File: src/rtl/can_ifs_overload_ctrl.sv
// can_ifs_overload_ctrl: CAN interframe-space / overload-frame controller.
// Follows the bus from end-of-frame through intermission, overload frames
// (own flag, superposition, delimiter) and bus idle. It flags start-of-frame,
// requests the dominant overload flag and caps consecutive overload frames.
// Optional feature: define SUSPEND_TX_EN to add the error-passive
// suspend-transmission phase that follows intermission.
module can_ifs_overload_ctrl #(
    parameter int unsigned INTERMISSION_BITS = 3,
    parameter int unsigned OVL_FLAG_BITS     = 6,
    parameter int unsigned OVL_SUPERPOS_MAX  = 7,
    parameter int unsigned OVL_DELIM_BITS    = 8,
    parameter int unsigned MAX_OVERLOADS     = 2,
    parameter int unsigned SUSPEND_BITS      = 8
) (
    input  logic       clock,
    input  logic       resetN,
    input  logic       samplePoint,
    input  logic       canRX,
    input  logic       frameReady,
    input  logic       isError,
    input  logic       errorPassive,
    output logic       isStart,
    output logic       endOverload,
    output logic       overloadActive,
    output logic       txDominant,
    output logic       overloadErr,
    output logic       overloadLimit,
    output logic       busIdle,
    output logic       suspendActive,
    output logic [1:0] overloadCount
);

    function automatic int unsigned max2(input int unsigned a, input int unsigned b);
        return (a > b) ? a : b;
    endfunction

    // One shared bit counter serves every phase; it is sized for the longest one.
    localparam int unsigned CNT_MAX = max2(max2(INTERMISSION_BITS, OVL_FLAG_BITS),
                                           max2(max2(OVL_SUPERPOS_MAX, OVL_DELIM_BITS),
                                                SUSPEND_BITS));
    localparam int unsigned CNT_W = $clog2(CNT_MAX + 1);

    localparam logic [CNT_W-1:0] CNT_ZERO     = {CNT_W{1'b0}};
    localparam logic [CNT_W-1:0] CNT_ONE      = CNT_W'(32'd1);
    localparam logic [CNT_W-1:0] IFS_END      = CNT_W'(INTERMISSION_BITS);
    localparam logic [CNT_W-1:0] IFS_SOF      = CNT_W'(INTERMISSION_BITS - 32'd1);
    localparam logic [CNT_W-1:0] FLAG_END     = CNT_W'(OVL_FLAG_BITS);
    localparam logic [CNT_W-1:0] SUPERPOS_END = CNT_W'(OVL_SUPERPOS_MAX);
    localparam logic [CNT_W-1:0] DELIM_END    = CNT_W'(OVL_DELIM_BITS);
`ifdef SUSPEND_TX_EN
    localparam logic [CNT_W-1:0] SUSP_END     = CNT_W'(SUSPEND_BITS);
`endif

    typedef enum logic [2:0] {
        ST_IDLE         = 3'd0,
        ST_WAIT_FRAME   = 3'd1,
        ST_INTERMISSION = 3'd2,
        ST_OVL_FLAG     = 3'd3,
        ST_OVL_WAIT     = 3'd4,
        ST_OVL_DELIM    = 3'd5
`ifdef SUSPEND_TX_EN
        , ST_SUSPEND    = 3'd6
`endif
    } state_t;

    state_t           state_q, state_d;
    logic [CNT_W-1:0] cnt_q, cnt_d, cnt_inc_s;
    logic [1:0]       ovl_cnt_q, ovl_cnt_d;
    logic             tx_dominant_q, tx_dominant_d;
    logic             ovl_active_q, ovl_active_d;
    logic             is_start_q, is_start_d;
    logic             end_ovl_q, end_ovl_d;
    logic             ovl_err_q, ovl_err_d;
    logic             ovl_limit_q, ovl_limit_d;
    logic             bus_idle_q, bus_idle_d;
    logic             suspend_q, suspend_d;

`ifndef SUSPEND_TX_EN
    // Without the suspend phase the error-passive level has no effect.
    logic err_passive_unused_s;
    assign err_passive_unused_s = errorPassive;
`endif

    // Next state, counters and outputs; isError outranks frameReady, which outranks samplePoint.
    always_comb begin
        state_d       = state_q;
        cnt_d         = cnt_q;
        ovl_cnt_d     = ovl_cnt_q;
        tx_dominant_d = tx_dominant_q;
        ovl_active_d  = ovl_active_q;
        is_start_d    = 1'b0;
        end_ovl_d     = 1'b0;
        ovl_err_d     = 1'b0;
        ovl_limit_d   = 1'b0;
        cnt_inc_s     = cnt_q + CNT_ONE;

        if (isError) begin
            state_d       = ST_WAIT_FRAME;
            cnt_d         = CNT_ZERO;
            ovl_cnt_d     = 2'd0;
            tx_dominant_d = 1'b0;
            ovl_active_d  = 1'b0;
        end else if (frameReady && (state_q == ST_WAIT_FRAME)) begin
            state_d = ST_INTERMISSION;
            cnt_d   = CNT_ZERO;
        end else if (samplePoint) begin
            case (state_q)
                ST_IDLE: begin
                    if (!canRX) begin
                        is_start_d = 1'b1;
                        ovl_cnt_d  = 2'd0;
                        state_d    = ST_WAIT_FRAME;
                    end else begin
                        state_d = ST_IDLE;
                    end
                end
                ST_WAIT_FRAME: begin
                    state_d = ST_WAIT_FRAME;
                end
                ST_INTERMISSION: begin
                    if (canRX) begin
                        if (cnt_inc_s == IFS_END) begin
                            cnt_d = CNT_ZERO;
`ifdef SUSPEND_TX_EN
                            state_d = errorPassive ? ST_SUSPEND : ST_IDLE;
`else
                            state_d = ST_IDLE;
`endif
                        end else begin
                            cnt_d = cnt_inc_s;
                        end
                    end else if (cnt_q == IFS_SOF) begin
                        // Dominant in the last intermission bit is taken as SOF.
                        is_start_d = 1'b1;
                        ovl_cnt_d  = 2'd0;
                        state_d    = ST_WAIT_FRAME;
                    end else if (32'(ovl_cnt_q) < MAX_OVERLOADS) begin
                        state_d       = ST_OVL_FLAG;
                        cnt_d         = CNT_ZERO;
                        tx_dominant_d = 1'b1;
                        ovl_active_d  = 1'b1;
                    end else begin
                        ovl_limit_d = 1'b1;
                        state_d     = ST_WAIT_FRAME;
                    end
                end
                ST_OVL_FLAG: begin
                    // Own flag length is fixed; the bus level is irrelevant here.
                    if (cnt_inc_s == FLAG_END) begin
                        tx_dominant_d = 1'b0;
                        cnt_d         = CNT_ZERO;
                        state_d       = ST_OVL_WAIT;
                    end else begin
                        cnt_d = cnt_inc_s;
                    end
                end
                ST_OVL_WAIT: begin
                    if (!canRX) begin
                        if (cnt_inc_s == SUPERPOS_END) begin
                            ovl_err_d    = 1'b1;
                            ovl_active_d = 1'b0;
                            cnt_d        = CNT_ZERO;
                            state_d      = ST_WAIT_FRAME;
                        end else begin
                            cnt_d = cnt_inc_s;
                        end
                    end else begin
                        // First recessive bit is already delimiter bit one.
                        cnt_d   = CNT_ONE;
                        state_d = ST_OVL_DELIM;
                    end
                end
                ST_OVL_DELIM: begin
                    if (!canRX) begin
                        ovl_err_d    = 1'b1;
                        ovl_active_d = 1'b0;
                        cnt_d        = CNT_ZERO;
                        state_d      = ST_WAIT_FRAME;
                    end else if (cnt_inc_s == DELIM_END) begin
                        end_ovl_d    = 1'b1;
                        ovl_active_d = 1'b0;
                        ovl_cnt_d    = (ovl_cnt_q == 2'd3) ? 2'd3 : (ovl_cnt_q + 2'd1);
                        cnt_d        = CNT_ZERO;
                        state_d      = ST_INTERMISSION;
                    end else begin
                        cnt_d = cnt_inc_s;
                    end
                end
`ifdef SUSPEND_TX_EN
                ST_SUSPEND: begin
                    if (!canRX) begin
                        is_start_d = 1'b1;
                        ovl_cnt_d  = 2'd0;
                        cnt_d      = CNT_ZERO;
                        state_d    = ST_WAIT_FRAME;
                    end else if (cnt_inc_s == SUSP_END) begin
                        cnt_d   = CNT_ZERO;
                        state_d = ST_IDLE;
                    end else begin
                        cnt_d = cnt_inc_s;
                    end
                end
`endif
                default: begin
                    state_d       = ST_IDLE;
                    cnt_d         = CNT_ZERO;
                    tx_dominant_d = 1'b0;
                    ovl_active_d  = 1'b0;
                end
            endcase
        end else begin
            state_d = state_q;
        end

        bus_idle_d = (state_d == ST_IDLE);
`ifdef SUSPEND_TX_EN
        suspend_d  = (state_d == ST_SUSPEND);
`else
        suspend_d  = 1'b0;
`endif
    end

    // State, counters and all outputs are registered together.
    always_ff @(posedge clock or negedge resetN) begin
        if (!resetN) begin
            state_q       <= ST_IDLE;
            cnt_q         <= CNT_ZERO;
            ovl_cnt_q     <= 2'd0;
            tx_dominant_q <= 1'b0;
            ovl_active_q  <= 1'b0;
            is_start_q    <= 1'b0;
            end_ovl_q     <= 1'b0;
            ovl_err_q     <= 1'b0;
            ovl_limit_q   <= 1'b0;
            bus_idle_q    <= 1'b1;
            suspend_q     <= 1'b0;
        end else begin
            state_q       <= state_d;
            cnt_q         <= cnt_d;
            ovl_cnt_q     <= ovl_cnt_d;
            tx_dominant_q <= tx_dominant_d;
            ovl_active_q  <= ovl_active_d;
            is_start_q    <= is_start_d;
            end_ovl_q     <= end_ovl_d;
            ovl_err_q     <= ovl_err_d;
            ovl_limit_q   <= ovl_limit_d;
            bus_idle_q    <= bus_idle_d;
            suspend_q     <= suspend_d;
        end
    end

    assign isStart        = is_start_q;
    assign endOverload    = end_ovl_q;
    assign overloadActive = ovl_active_q;
    assign txDominant     = tx_dominant_q;
    assign overloadErr    = ovl_err_q;
    assign overloadLimit  = ovl_limit_q;
    assign busIdle        = bus_idle_q;
    assign suspendActive  = suspend_q;
    assign overloadCount  = ovl_cnt_q;

endmodule
File: config.mk
export PLATFORM = sky130hd
export DESIGN_NAME = can_ifs_overload_ctrl
export DESIGN_NICKNAME = d
export VERILOG_FILES = /design/src/rtl/can_ifs_overload_ctrl.sv
export SDC_FILE = /design/constraint.sdc
export NUM_CORES = 1
export LEC_CHECK = 0
export ABC_AREA = 1
export BUFFER_PORTS_ARGS = -buffer_cell sky130_fd_sc_hd__buf_2
export CORE_ASPECT_RATIO = 1.2
export CORE_MARGIN = 5
export CORE_UTILIZATION = 23
export DETAILED_ROUTE_END_ITERATION = 6
export PLACE_DENSITY = 0.4
export SYNTH_ARGS = -nofsm -noshare
export SYNTH_HDL_FRONTEND = slang
export SYNTH_SLANG_ARGS = --single-unit
File: constraint.sdc
create_clock -name clock -period 1.4 [get_ports clock]
set_input_delay 0.07 -clock clock [delete_from_list [all_inputs] [get_ports clock]]
set_output_delay 0.07 -clock clock [all_outputs]
set_load 0.005 [all_outputs]
==> summary.md <==
| Metric | Value |
|---|---|
| Status | `finished with violations` |
| Violated checks | `negative setup slack` |
| Pin count of the biggest net entering global routing | `17` |
| Setup WS post-layout | `-0.224 ns` |
| TritonCTS clock tree | `built` |
| Synth warn | `0` |
| CP Buf/Inv Count | `0` |
| FF-to-FF Start | `cnt_q[1]` |
| Drt drc | `0` |
| Clock skew | `0.00161 ns` |
| Initial antenna violation count | `0` |
| Worst hold slack | `0.0617 ns` |
| CP Data Arrival Time | `1.82 ns` |
| Sequence of cells on the critical path | `ha_4, or2_4, nand3_4, nor2_4, nand2_2, nand4_1, nand2_2, nand3_2, nor2_2` |
| WP depth | `9` |
| Commonest non-fill, non-tap cell in the layout | `buf_4` |
| Placed inst area | `1640 um2` |
| DR WL/cell | `13.5 um` |
| Mux share of post-synthesis cell area | `0%` |
| 1st-pass router iterations | `4` |
| Final Max Tran Viols | `0` |
| First-pass GRT wire length | `6850 um` |
| Tot Pwr | `0.00146 W` |
| Die span in y | `86.9 um` |
| Final hold violation count | `0` |
| Final period demand of the worst path | `1.62 ns` |
| # port buffers | `14` |
| Dpl hpwl | `3070 um` |
| Leak Pwr | `0.950 nW` |
| Chip width | `74.1 um` |
| Crit path kind | `flip-flop to flip-flop` |
| Adder-cell share of the synthesized area | `3.31%` |
| Grt ovf | `0` |
| Area growth syn-to-layout | `73.5%` |
| Reg2Reg Capture Point | `busIdle` |
| Final nets | `249` |
| Peak Freq | `0.616 GHz` |
| CTS sink count | `16` |
| Max_cap viols | `0` |
| Mean Syn Cell Area | `6.62 um2` |
| CP max-delay cell | `dfrtp_2` |
| DP Worst Slack | `-0.244 ns` |
| CTS buffer count | `3` |
| Layout cells sized above 1 | `54.2%` |
| Worst-path maximum fanout | `5` |
| Syn Std Cell Area | `1130 um2` |
| Synth Area in Simple Gates | `38.7%` |
| Final WL | `4010 um` |
| Worst VDD drop | `0.509 mV` |
| Post-Synthesis Cells | `171` |
| Cell mode on critical path | `nand2_2` |
| RSZ-0062 raised after global routing | `yes` |
| Antenna Cells | `0` |
| Vias | `1381` |
| Row Count | `28` |
| Vias in the first global route | `1495` |
| Tcrit/Tclk final | `116%` |
| Overall global routing resource usage | `13.7%` |
| Hold/Removal Path Class | `input pin to flip-flop` |
| Design Area, Final | `1960 um2` |
| FF-to-FF path depth | `9` |
| DR iter-0 viols | `61` |
| Die Area | `6430 um2` |
| H-tree levels | `1` |
| Largest family of logic cells by synthesized area | `simple AND/OR/NAND/NOR gates` |
| Initial Util | `23.3%` |
| Seq/Total Area, Yosys | `35.5%` |
| Commonest non-fill, non-tap cells in the layout | `50 x buf_4, 32 x nand2_1, 15 x inv_1, 15 x nand2_2, 14 x buf_2` |
| R2R Setup Slk | `-0.22 ns` |
| Reg clk slew, reported paths | `0.07 ns` |
| Synth Area in XOR/XNOR | `0.773%` |
| Worst Setup EP | `busIdle` |
| Synth Area in Compound Gates | `11.7%` |
| CP required | `1.60 ns` |
| I/O pin total | `17` |
| Net Count, Synth | `181` |
| Core Box Area | `4870 um2` |
| Remaining antenna violation count after routing | `0` |
| CTS Root Cell | `clkbuf_8` |
| Critical path origin | `cnt_q[1]` |
| Worst Setup Start Kind | `flip-flop` |
| Flops & latches, synth | `16` |
| Crit path max-delay family | `simple AND/OR/NAND/NOR gates` |
| Clock Latency Late Sink | `0.25 ns` |
| Post-Layout Cell Count | `298` |
| P per Cell Area | `745 nW/um2` |
| Setup violations, final | `13` |
| CP max stage delay | `0.46 ns` |
| Crit path capture type | `flip-flop` |
| CTS max path bufs | `2` |
| Routed vias/inst | `4.63` |
| Placed insts | `286` |
| Netlist cell types | `27` |
| Routability Congestion | `0.861` |
-- registers in the layout, summed over array words and instances, names as in the netlist --
signal and count:
cnt_q 4, overloadLimit 1, busIdle 1, overloadErr 1, overloadActive 1, endOverload 1
isStart 1, overloadCount 2, txDominant 1, state_q 3
-- kinds of logic after synthesis --
group	count (synthesis)
compound gates	24
xor+xnor	1
fa+ha+maj	3
buf+inv	27
flops	16
other cells	1
simple gates	99
-- final cells by class --
class | instances | area, um2
fillers | 539 | 2910
multi-input cells | 128 | 865
repair buffers | 67 | 478
flip-flops and latches | 16 | 405
inverters | 23 | 86.3
well taps | 60 | 75.1
clock buffers | 4 | 55.1
-- metal layers --
layer	vias up	GRT usage, %	wire length [um]
met4	0	4.12	72
met3	9	2.08	100
met5	-	0	0
li1	698	-	-
met1	650	15.1	1550
met2	24	26.0	2290
-- repair_timing --
| item | 4_1_cts | 5_1_grt |
|---|---|---|
| hold endpoints to repair | 15 | 0 |
| hold buffers | 1 | 0 |
| endpoints found under the setup margin | 13 | 16 |
| gates resized for setup | 20 | 38 |
| pin swaps | 11 | 19 |
| buffers inserted | 7 | 1 |
-- per-stage QoR --
stage                     setup TNS, ns  util (%)
after floorplan                  -0.150         -
after global placement            -2.15      33.8
after detailed placement          -2.16      33.8
after CTS                         -1.75      37.5
after global routing              -3.21      40.3
final                             -1.92      40.3
-- where the power goes --
group	switching [W]	leakage (nW)	internal, W	total, W
registers	0.0000179	0.211	0.000486	0.000504
clock network	0.000181	0.0288	0.000250	0.000431
logic	0.000284	0.710	0.000245	0.000529
total	0.000484	0.950	0.000981	0.00146
-- Yosys cell counts --
master | count | area, um2
o31ai_1 | 1 | 7.51
inv_2 | 1 | 3.75
nand3_1 | 20 | 100
nor2_1 | 16 | 60.1
nor4_1 | 1 | 6.26
nor3_2 | 1 | 10.0
o21ai_1 | 1 | 5.00
nand2_1 | 48 | 180
ha_1 | 3 | 37.5
a21oi_1 | 9 | 45.0
and3_1 | 1 | 6.26
clkbuf_1 | 1 | 3.75
buf_2 | 1 | 5.00
dfrtp_1 | 15 | 375
nor2_2 | 1 | 6.26
or2_2 | 1 | 6.26
buf_4 | 2 | 15.0
xor2_1 | 1 | 8.76
o21ai_0 | 8 | 40.0
a21boi_1 | 1 | 7.51
inv_1 | 22 | 82.6
conb_1 | 1 | 3.75
a31oi_1 | 1 | 6.26
nand4_1 | 10 | 62.6
o22ai_1 | 2 | 12.5
o2111ai_1 | 1 | 8.76
dfstp_2 | 1 | 26.3
-- worst reg2reg max path, stage by stage (launching register included) --
cell and delay (ns):
dfrtp_2 0.46, ha_4 0.21, or2_4 0.27, nand3_4 0.09
nor2_4 0.05, nand2_2 0.06, nand4_1 0.11, nand2_2 0.11
nand3_2 0.08, nor2_2 0.11
-- worst min-delay path by stage --
stage | startpoint | endpoint | slack [ns] | cells after the start
floorplan | resetN | cnt_q[0] | -0.23 | 0
global placement | resetN | cnt_q[2] | 0.03 | 1
detailed placement | resetN | cnt_q[2] | 0.03 | 1
CTS | isError | state_q[1] | 0.07 | 2
global route | isError | state_q[1] | 0.07 | 2
finish | isError | state_q[1] | 0.06 | 2
Note: power is estimated with default switching activity, not from simulation.
